**src/rtl/gate_unit_arbiter.sv**
```systemverilog
// Round-robin arbiter that lets N_REQ requesters share one bitwise gate unit.
// The grant is offered in IDLE; the result appears two cycles later and is held until accepted.
module gate_unit_arbiter #(
    parameter int unsigned N_REQ = 4,
    parameter int unsigned WIDTH = 8
) (
    input  logic                     clk,
    input  logic                     rst_n,
    input  logic [N_REQ-1:0]         req,
    input  logic [N_REQ*WIDTH-1:0]   req_a,
    input  logic [N_REQ*WIDTH-1:0]   req_b,
    input  logic [N_REQ*2-1:0]       req_op,
    output logic [N_REQ-1:0]         gnt,
    output logic                     out_valid,
    input  logic                     out_ready,
    output logic [WIDTH-1:0]         out_y,
    output logic [$clog2(N_REQ)-1:0] out_id
);

    localparam int unsigned ID_W = $clog2(N_REQ);

    typedef enum logic [1:0] {
        IDLE = 2'd0,
        EXEC = 2'd1,
        DONE = 2'd2
    } state_t;

    state_t            state, state_d;
    logic [ID_W-1:0]   ptr, ptr_d;
    logic [ID_W-1:0]   id_q, id_d;
    logic [WIDTH-1:0]  a_q, a_d, b_q, b_d;
    logic [1:0]        op_q, op_d;
    logic              valid_d;
    logic [WIDTH-1:0]  y_d;
    logic [ID_W-1:0]   out_id_d;
    logic [N_REQ-1:0]  gnt_d;
    logic              found;
    logic [ID_W-1:0]   sel, cand;

    function automatic logic [ID_W-1:0] wrap_add(input logic [ID_W-1:0] base, input int unsigned off);
        int unsigned s;
        s = 32'(base) + off;
        if (s >= N_REQ) s = s - N_REQ;
        return ID_W'(s);
    endfunction

    function automatic logic [WIDTH-1:0] gate_op(input logic [1:0] op,
                                                 input logic [WIDTH-1:0] a,
                                                 input logic [WIDTH-1:0] b);
        case (op)
            2'b00:   return a & b;
            2'b01:   return a | b;
            2'b10:   return a ^ b;
            default: return ~(a & b);
        endcase
    endfunction

    // First active requester at or above ptr, wrapping to 0.
    always_comb begin
        found = 1'b0;
        sel   = '0;
        cand  = '0;
        for (int unsigned i = 0; i < N_REQ; i++) begin
            cand = wrap_add(ptr, i);
            if (!found && req[cand]) begin
                found = 1'b1;
                sel   = cand;
            end
        end
    end

    always_comb begin
        state_d  = state;
        ptr_d    = ptr;
        id_d     = id_q;
        a_d      = a_q;
        b_d      = b_q;
        op_d     = op_q;
        valid_d  = out_valid;
        y_d      = out_y;
        out_id_d = out_id;
        gnt_d    = '0;
        case (state)
            IDLE: begin
                if (found) begin
                    gnt_d   = N_REQ'(1) << sel;
                    a_d     = req_a[32'(sel)*WIDTH +: WIDTH];
                    b_d     = req_b[32'(sel)*WIDTH +: WIDTH];
                    op_d    = req_op[32'(sel)*2 +: 2];
                    id_d    = sel;
                    state_d = EXEC;
                end
            end
            EXEC: begin
                y_d      = gate_op(op_q, a_q, b_q);
                out_id_d = id_q;
                valid_d  = 1'b1;
                state_d  = DONE;
            end
            DONE: begin
                if (out_ready) begin
                    valid_d = 1'b0;
                    ptr_d   = wrap_add(out_id, 1);
                    state_d = IDLE;
                end
            end
            default: state_d = IDLE;
        endcase
    end

    // The grant is a same-cycle offer, so it is forced low while reset is held.
    assign gnt = rst_n ? gnt_d : '0;

    always_ff @(posedge clk or negedge rst_n) begin
        if (!rst_n) begin
            state     <= IDLE;
            ptr       <= '0;
            id_q      <= '0;
            a_q       <= '0;
            b_q       <= '0;
            op_q      <= '0;
            out_valid <= 1'b0;
            out_y     <= '0;
            out_id    <= '0;
        end else begin
            state     <= state_d;
            ptr       <= ptr_d;
            id_q      <= id_d;
            a_q       <= a_d;
            b_q       <= b_d;
            op_q      <= op_d;
            out_valid <= valid_d;
            out_y     <= y_d;
            out_id    <= out_id_d;
        end
    end

endmodule
```
**config.mk**
```make
export PLATFORM = sky130hd
export DESIGN_NAME = gate_unit_arbiter
export DESIGN_NICKNAME = d
export VERILOG_FILES = /design/src/rtl/gate_unit_arbiter.sv
export SDC_FILE = /design/constraint.sdc
export NUM_CORES = 1
export LEC_CHECK = 0
export ABC_CLOCK_PERIOD_IN_PS = 2600
export CORE_ASPECT_RATIO = 1.75
export CORE_MARGIN = 2
export CORE_UTILIZATION = 45
export DETAILED_ROUTE_END_ITERATION = 16
export DONT_BUFFER_PORTS = 1
export SLEW_MARGIN = 15
export SYNTH_ARGS = -nofsm -noshare
export SYNTH_HDL_FRONTEND = slang
export SYNTH_SLANG_ARGS = --single-unit
```
**constraint.sdc**
```tcl
create_clock -name clk -period 2.6 [get_ports clk]
set_input_delay 0.52 -clock clk [delete_from_list [all_inputs] [get_ports clk]]
set_output_delay 0.52 -clock clk [all_outputs]
set_load 0.02 [all_outputs]
```
==> flow_summary_export.csv, run 1 <==
group,metric,value,unit
place,placed_area,2623,um2
sta,tightest_slew,812.5,ps
cells_and_area,multiInputGateArea,1490,um2
global_route,grt_pass1_vias,2091,
floorplan,pin_count,94,
sta,max_freq,431.0,MHz
place,dp_cells,359,
setup_path,arrival,1800,ps
min_path,worstHoldPathType,"primary input to async pin",
sta,rsz0062_at_grt,"false",
logic_synthesis,ys_types,34,
setup_path,crit_path_end_kind,"primary output",
logic_synthesis,yosysSeqAreaShare,0.3443,
logic_synthesis,netlist_instances,293,
power,power_density,1206,nW/um2
cells_and_area,nNetsFinal,386,
setup_path,cp_data_required_time,2080,ps
drt,top_layer,"met4",
place,gp_congestion,0.7700,
cells_and_area,instances_no_fill,368,
sta,max-slew-margin-rel,0.4583,
setup_path,crit_path_max_fanout,6,
global_route,track_usage,0.1986,
sta,drv_slew,0,
drt,first_pass_iters,4,
power,vdd_drop_max,0.4106,mV
cells_and_area,drive_gt1_frac,0.1541,
logic_synthesis,syn_nets,388,
drt,vias,2111,
sta,setup_viol,0,
drt,antenna_left,0,
clocking,insertion_delay,290,ps
floorplan,die_w,60.84,um
floorplan,dieArea,6294,um2
outcome,status,"completed",
setup_path,start_kind,"flop",
global_route,antenna_found_initial,0,
setup_path,worst_r2r_path_depth,6,
clocking,htree_levels,2,
clocking,cts_buffers,5,
floorplan,core-area,5495,um2
cells_and_area,fin_area,2745,um2
floorplan,die_h,103.5,um
logic_synthesis,avgSynthCellArea,8.682,um2
logic_synthesis,synth_area,2544,um2
cells_and_area,fillCellCount,553,
drt,drt-initial-drc-count,78,
global_route,grt_pass1_wl,9687,um
logic_synthesis,yosys_warnings,0,
clocking,cts.sinks,35,
drt,wirelength_met1,2302,um
sta,finalHoldViolations,0,
logic_synthesis,synth_edf_count,0,
floorplan,rows,36,
drt,drt_wl_total,5856,um
clocking,cts-root-buf,"clkbuf_8",
sta,fin_crit_sh,0.8923,
global_route,grt_max_degree,36,
floorplan,start_util,0.4629,
drt,drcViolationCount,0,
drt,met3WireLength,242,um
cells_and_area,area_growth,7.919,%
clocking,clk_path_buf_depth,2,
cells_and_area,diodes,0,
place,hpwl,4524,um
flow_run,cap_viol_max_count,0,
clocking,cts_tree,"built",
place,io_buffers,0,
sta,period_minus_slack,2320,ps
drt,route.met2.wl,3199,um
logic_synthesis,synthArstFlopShare,1.000,
sta,final.setup_skew,10.44,ps
clocking,clk_pin_slew_worst_paths,70,ps
setup_path,crit_type,"flop to primary output",
logic_synthesis,synth-main-ff-cell,"dfrtp_1",
sta,tns,0,ps
cells_and_area,seqCellArea,875.8,um2
drt,post_drt_wl_per_cell,15.91,um
drt,viasPerCell,5.736,
global_route,grt_overflow,0,
logic_synthesis,synth_seq_cells,35,
power,leakagePower,0.001221,uW
==> flip-flops by register name, indices dropped and copies added (netlist names) <==
signal / count
a_q: 8
b_q: 8
id_q: 2
op_q: 2
out_id: 2
out_valid: 1
out_y: 8
ptr: 2
state: 2
==> what timing repair did <==
action                     4_1_cts  5_1_grt
hold buffers                     1        0
hold endpoints to repair        35        0
gates resized for setup          0        1
buffers inserted                 0        0
setup endpoints to repair        0        1
==> area by class of cell <==
| cell class | instances | area share |
|---|---|---|
| multi-input combinational | 213 | 0.5428 |
| sequential | 35 | 0.3191 |
| inverter | 26 | 0.03555 |
| tap | 76 | 0.03464 |
| timing repair buffer | 10 | 0.03191 |
| clock buffer | 6 | 0.03008 |
| clock inverter | 2 | 0.005925 |
==> routing by layer <==
metal	track usage	vias to the layer above
met5	0	-
met4	0.05853	0
met3	0.03358	10
met2	0.3656	68
met1	0.2272	984
li1	-	1049
==> final timing paths <==
kind                           start        to  slack [ps]
max                           ptr[1]    gnt[0]         280
min                            rst_n    ptr[0]          60
max reg2reg                   ptr[1]    b_q[7]         410
min reg2reg                  id_q[1]   id_q[1]         480
max in group asynchronous      rst_n  out_y[4]        2360
min in group clk           out_ready  state[1]         330
==> worst max-delay path, stage by stage (launching register included) <==
cell       delay, ps
dfrtp_1          450
mux2i_1          320
o2bb2ai_2        220
nor2_1           140
nor3_1           210
buf_4            170
==> synthesized netlist by cell type, types with 4 or more instances <==
cell type / n / area, um2
nand2b_1: 4 / 25.02
inv_1: 26 / 97.59
mux2_4: 9 / 135.1
nand2_1: 24 / 90.09
o21ai_0: 43 / 215.2
mux2_2: 10 / 112.6
a221o_1: 18 / 180.2
nor2_1: 12 / 45.04
clkbuf_1: 13 / 48.80
nand3_1: 19 / 95.09
a21oi_1: 30 / 150.1
buf_2: 4 / 20.02
dfrtp_1: 35 / 875.8
mux2i_1: 4 / 40.04
ha_1: 16 / 200.2
==> through the flow <==
| stage | total power [uW] | setup slack [ps] | utilization | hold WS, ps |
|---|---|---|---|---|
| CTS | 3351 | 209.4 | 0.4989 | 55.02 |
| floorplan | 2525 | 274.8 | - | 224.4 |
| global route | 3686 | 112.1 | 0.4995 | 57.38 |
| finish | 3312 | 280.0 | 0.4995 | 58.70 |
| detailed placement | 2909 | 435.4 | 0.4772 | 225.5 |
| global placement | 2837 | 496.9 | 0.4772 | 225.3 |
==> kinds of logic after synthesis <==
kind of cell    count (synthesis)  share of synthesized area
buf+inv                        45                    0.07132
compound gates                103                     0.2582
simple gates                   69                     0.1264
fa+ha+maj                      16                    0.07870
mux                            24                     0.1176
flops                          35                     0.3443
xor+xnor                        1                   0.003444
==> report_power, final <==
part           leakage, uW  internal [uW]  switching (uW)
Sequential        0.000434            811             416
Combinational     0.000739            791             877
Clock            0.0000474            216             200
Total              0.00122           1820            1490
==> layout by cell type (no fill, tap or decap), drive strengths merged, types with 10 or more instances in the layout <==
cell type,n
mux2,20
dfrtp,35
a21oi,31
ha,16
a221o,18
nand3,19
nand2,24
buf,10
nor2,14
inv,26
o21ai,43
Note: power is estimated with default switching activity, not from simulation.
==> run 2, diff against run 1 <==
--- a/config.mk
+++ b/config.mk
@@ -11,7 +11,9 @@
 export CORE_UTILIZATION = 45
 export DETAILED_ROUTE_END_ITERATION = 16
 export DONT_BUFFER_PORTS = 1
+export PLACE_DENSITY = 0.57
 export SLEW_MARGIN = 15
 export SYNTH_ARGS = -nofsm -noshare
 export SYNTH_HDL_FRONTEND = slang
 export SYNTH_SLANG_ARGS = --single-unit
+export TNS_END_PERCENT = 5
==> run 2 against run 1 <==
Compared with the run above: count of clock-buffer cells in the layout increased by 1; sequential share of layout area up 0.16 points; register-to-register slack improved by 150 ps; critical endpoint is now gnt[2]; critical path depth unchanged; global-route usage is 0.95 points higher; largest cell class unchanged.
==> flow_summary_export.csv, run 2 (synthesized netlist as in run 1, its figures left out) <==
group,metric,value,unit
outcome,status,"completed",
sta,max-slew-margin-rel,0.4851,
drt,drt-initial-drc-count,94,
global_route,grt_max_degree,36,
power,p_clk_frac,0.113,
setup_path,regToRegSetupSlack,560,ps
clocking,cts_tree,"built",
cells_and_area,nNetsFinal,387,
clocking,cts-root-buf,"clkbuf_8",
cells_and_area,fillCellCount,578,
sta,tightest_slew,772.3,ps
setup_path,regToRegEndpoint,"a_q[3]",
sta,tns,0,ps
sta,rsz0062_at_grt,"false",
cells_and_area,layout_commonest_cell,"o21ai_0",
setup_path,slowest_delay,460,ps
drt,drt_wl_total,5905,um
drt,post_drt_wl_per_cell,16.00,um
setup_path,start_kind,"flop",
clocking,insertion_delay,280,ps
cells_and_area,area_growth,7.378,%
global_route,grt_pass1_wl,9860,um
cells_and_area,utilization,0.4970,
power,p_switching,1476,uW
sta,fin_crit_sh,0.9102,
clocking,cts_buffers,5,
power,leakagePower,0.001220,uW
setup_path,crit_chain,"nor3b_1 > a21oi_1 > a21oi_1 > nand3_1 > nor2_1",
cells_and_area,seqCellArea,875.8,um2
setup_path,crit_path_end_kind,"primary output",
sta,setup_viol,0,
drt,viasPerCell,5.710,
setup_path,cp_data_required_time,2080,ps
floorplan,die_h,103.5,um
sta,final.setup_skew,5.170,ps
global_route,track_usage,0.2080,
drt,drcViolationCount,0,
clocking,clk_pin_slew_worst_paths,70,ps
global_route,grt_pass1_vias,2035,
clocking,clk_path_buf_depth,2,
global_route,antenna_found_initial,0,
sta,drv_slew,0,
setup_path,slowest_stage,"dfrtp_1",
setup_path,arrival,1850,ps
sta,finalHoldViolations,0,
floorplan,die_w,60.84,um
cells_and_area,multiInputGateArea,1486,um2
global_route,grt_overflow,0,
setup_path,worst_r2r_startpoint,"ptr[1]",
place,hpwl,4647,um
setup_path,crit_type,"flop to primary output",
cells_and_area,reg.largest.list,"a_q (8), b_q (8), out_y (8)",
power,comb_power_share,0.511,
clocking,cts.sinks,35,
power,vdd_drop_max,0.4136,mV
place,gp_congestion,0.8203,
setup_path,cp_common_cell,"a21oi_1",
floorplan,rows,36,
setup_path,worst_r2r_path_depth,6,
floorplan,core-area,5495,um2
floorplan,pin_count,94,
floorplan,dieArea,6294,um2
cells_and_area,final_cell_mix,"o21ai_0, dfrtp_1, a21oi_1",
drt,vias,2107,
setup_path,crit_path_max_fanout,6,
min_path,worstHoldPathType,"primary input to async pin",
place,io_buffers,0,
power,power_density,1196,nW/um2
power,p_int,1791,uW
cells_and_area,drive_gt1_frac,0.1468,
drt,first_pass_iters,4,
power,power.share.switching,0.4517,
clocking,htree_levels,2,
drt,antenna_left,0,
power,seqPwrFrac,0.376,
floorplan,start_util,0.4629,
flow_run,cap_viol_max_count,0,
sta,max_freq,422.6,MHz
sta,period_minus_slack,2366,ps
cells_and_area,diodes,0,
[run 2: worst max-delay path, delay by kind of cell (launching register included)]
kind / cells / cell delay, ps
and+or+nand+nor: 3 / 690
DFF: 1 / 460
AOI/OAI and AO/OA: 2 / 410
[run 2: power by group through the flow]
stage / sequential, uW / clock [uW] / combinational (uW)
after floorplan: 1070 / 0 / 1450
after global placement: 1240 / 0 / 1630
after detailed placement: 1250 / 0 / 1680
after CTS: 1240 / 385 / 1700
after global routing: 1300 / 410 / 1930
final: 1230 / 369 / 1670
[run 2: layout make-up]
cell class                      instances  share of cell area
Multi-Input combinational cell        213              0.5442
Sequential cell                        35              0.3207
Inverter                               26             0.03573
Timing Repair Buffer                   11             0.03481
Tap cell                               76             0.03481
Clock buffer                            7             0.02794
Clock inverter                          1            0.001832
[run 2: repair_timing]
action,CTS,global route
gates resized for setup,0,0
buffers inserted,0,0
hold buffers,1,0
hold endpoints to repair,35,0
[run 2: per-stage QoR]
stage	instances	power, uW	setup WS (ps)	hold WS [ps]	cell area [um2]
2_1_floorplan	293	2525	274.8	224.4	2544
3_3_place_gp	360	2871	508.4	225.6	2630
3_5_place_dp	360	2929	503.5	225.5	2630
4_1_cts	369	3323	238.4	65.53	2731
5_1_grt	369	3640	23.55	61.06	2731
6_report	369	3267	233.5	63.47	2731
[run 2: layer usage]
metal,global-route usage,up-vias,share of wire
met5,0,-,0
met4,0.06355,0,0.017
met3,0.02861,8,0.048
met2,0.3797,71,0.56
met1,0.2445,978,0.38
li1,-,1050,-
[run 2: worst max path at each step]
stage | start | to | slack, ps | cells past startpoint
floorplan | req[3] | gnt[0] | 270 | 5
global placement | req[0] | gnt[2] | 510 | 4
detailed placement | req[0] | gnt[2] | 500 | 4
CTS | ptr[1] | gnt[1] | 240 | 5
global route | ptr[0] | gnt[2] | 20 | 5
finish | ptr[0] | gnt[2] | 230 | 5
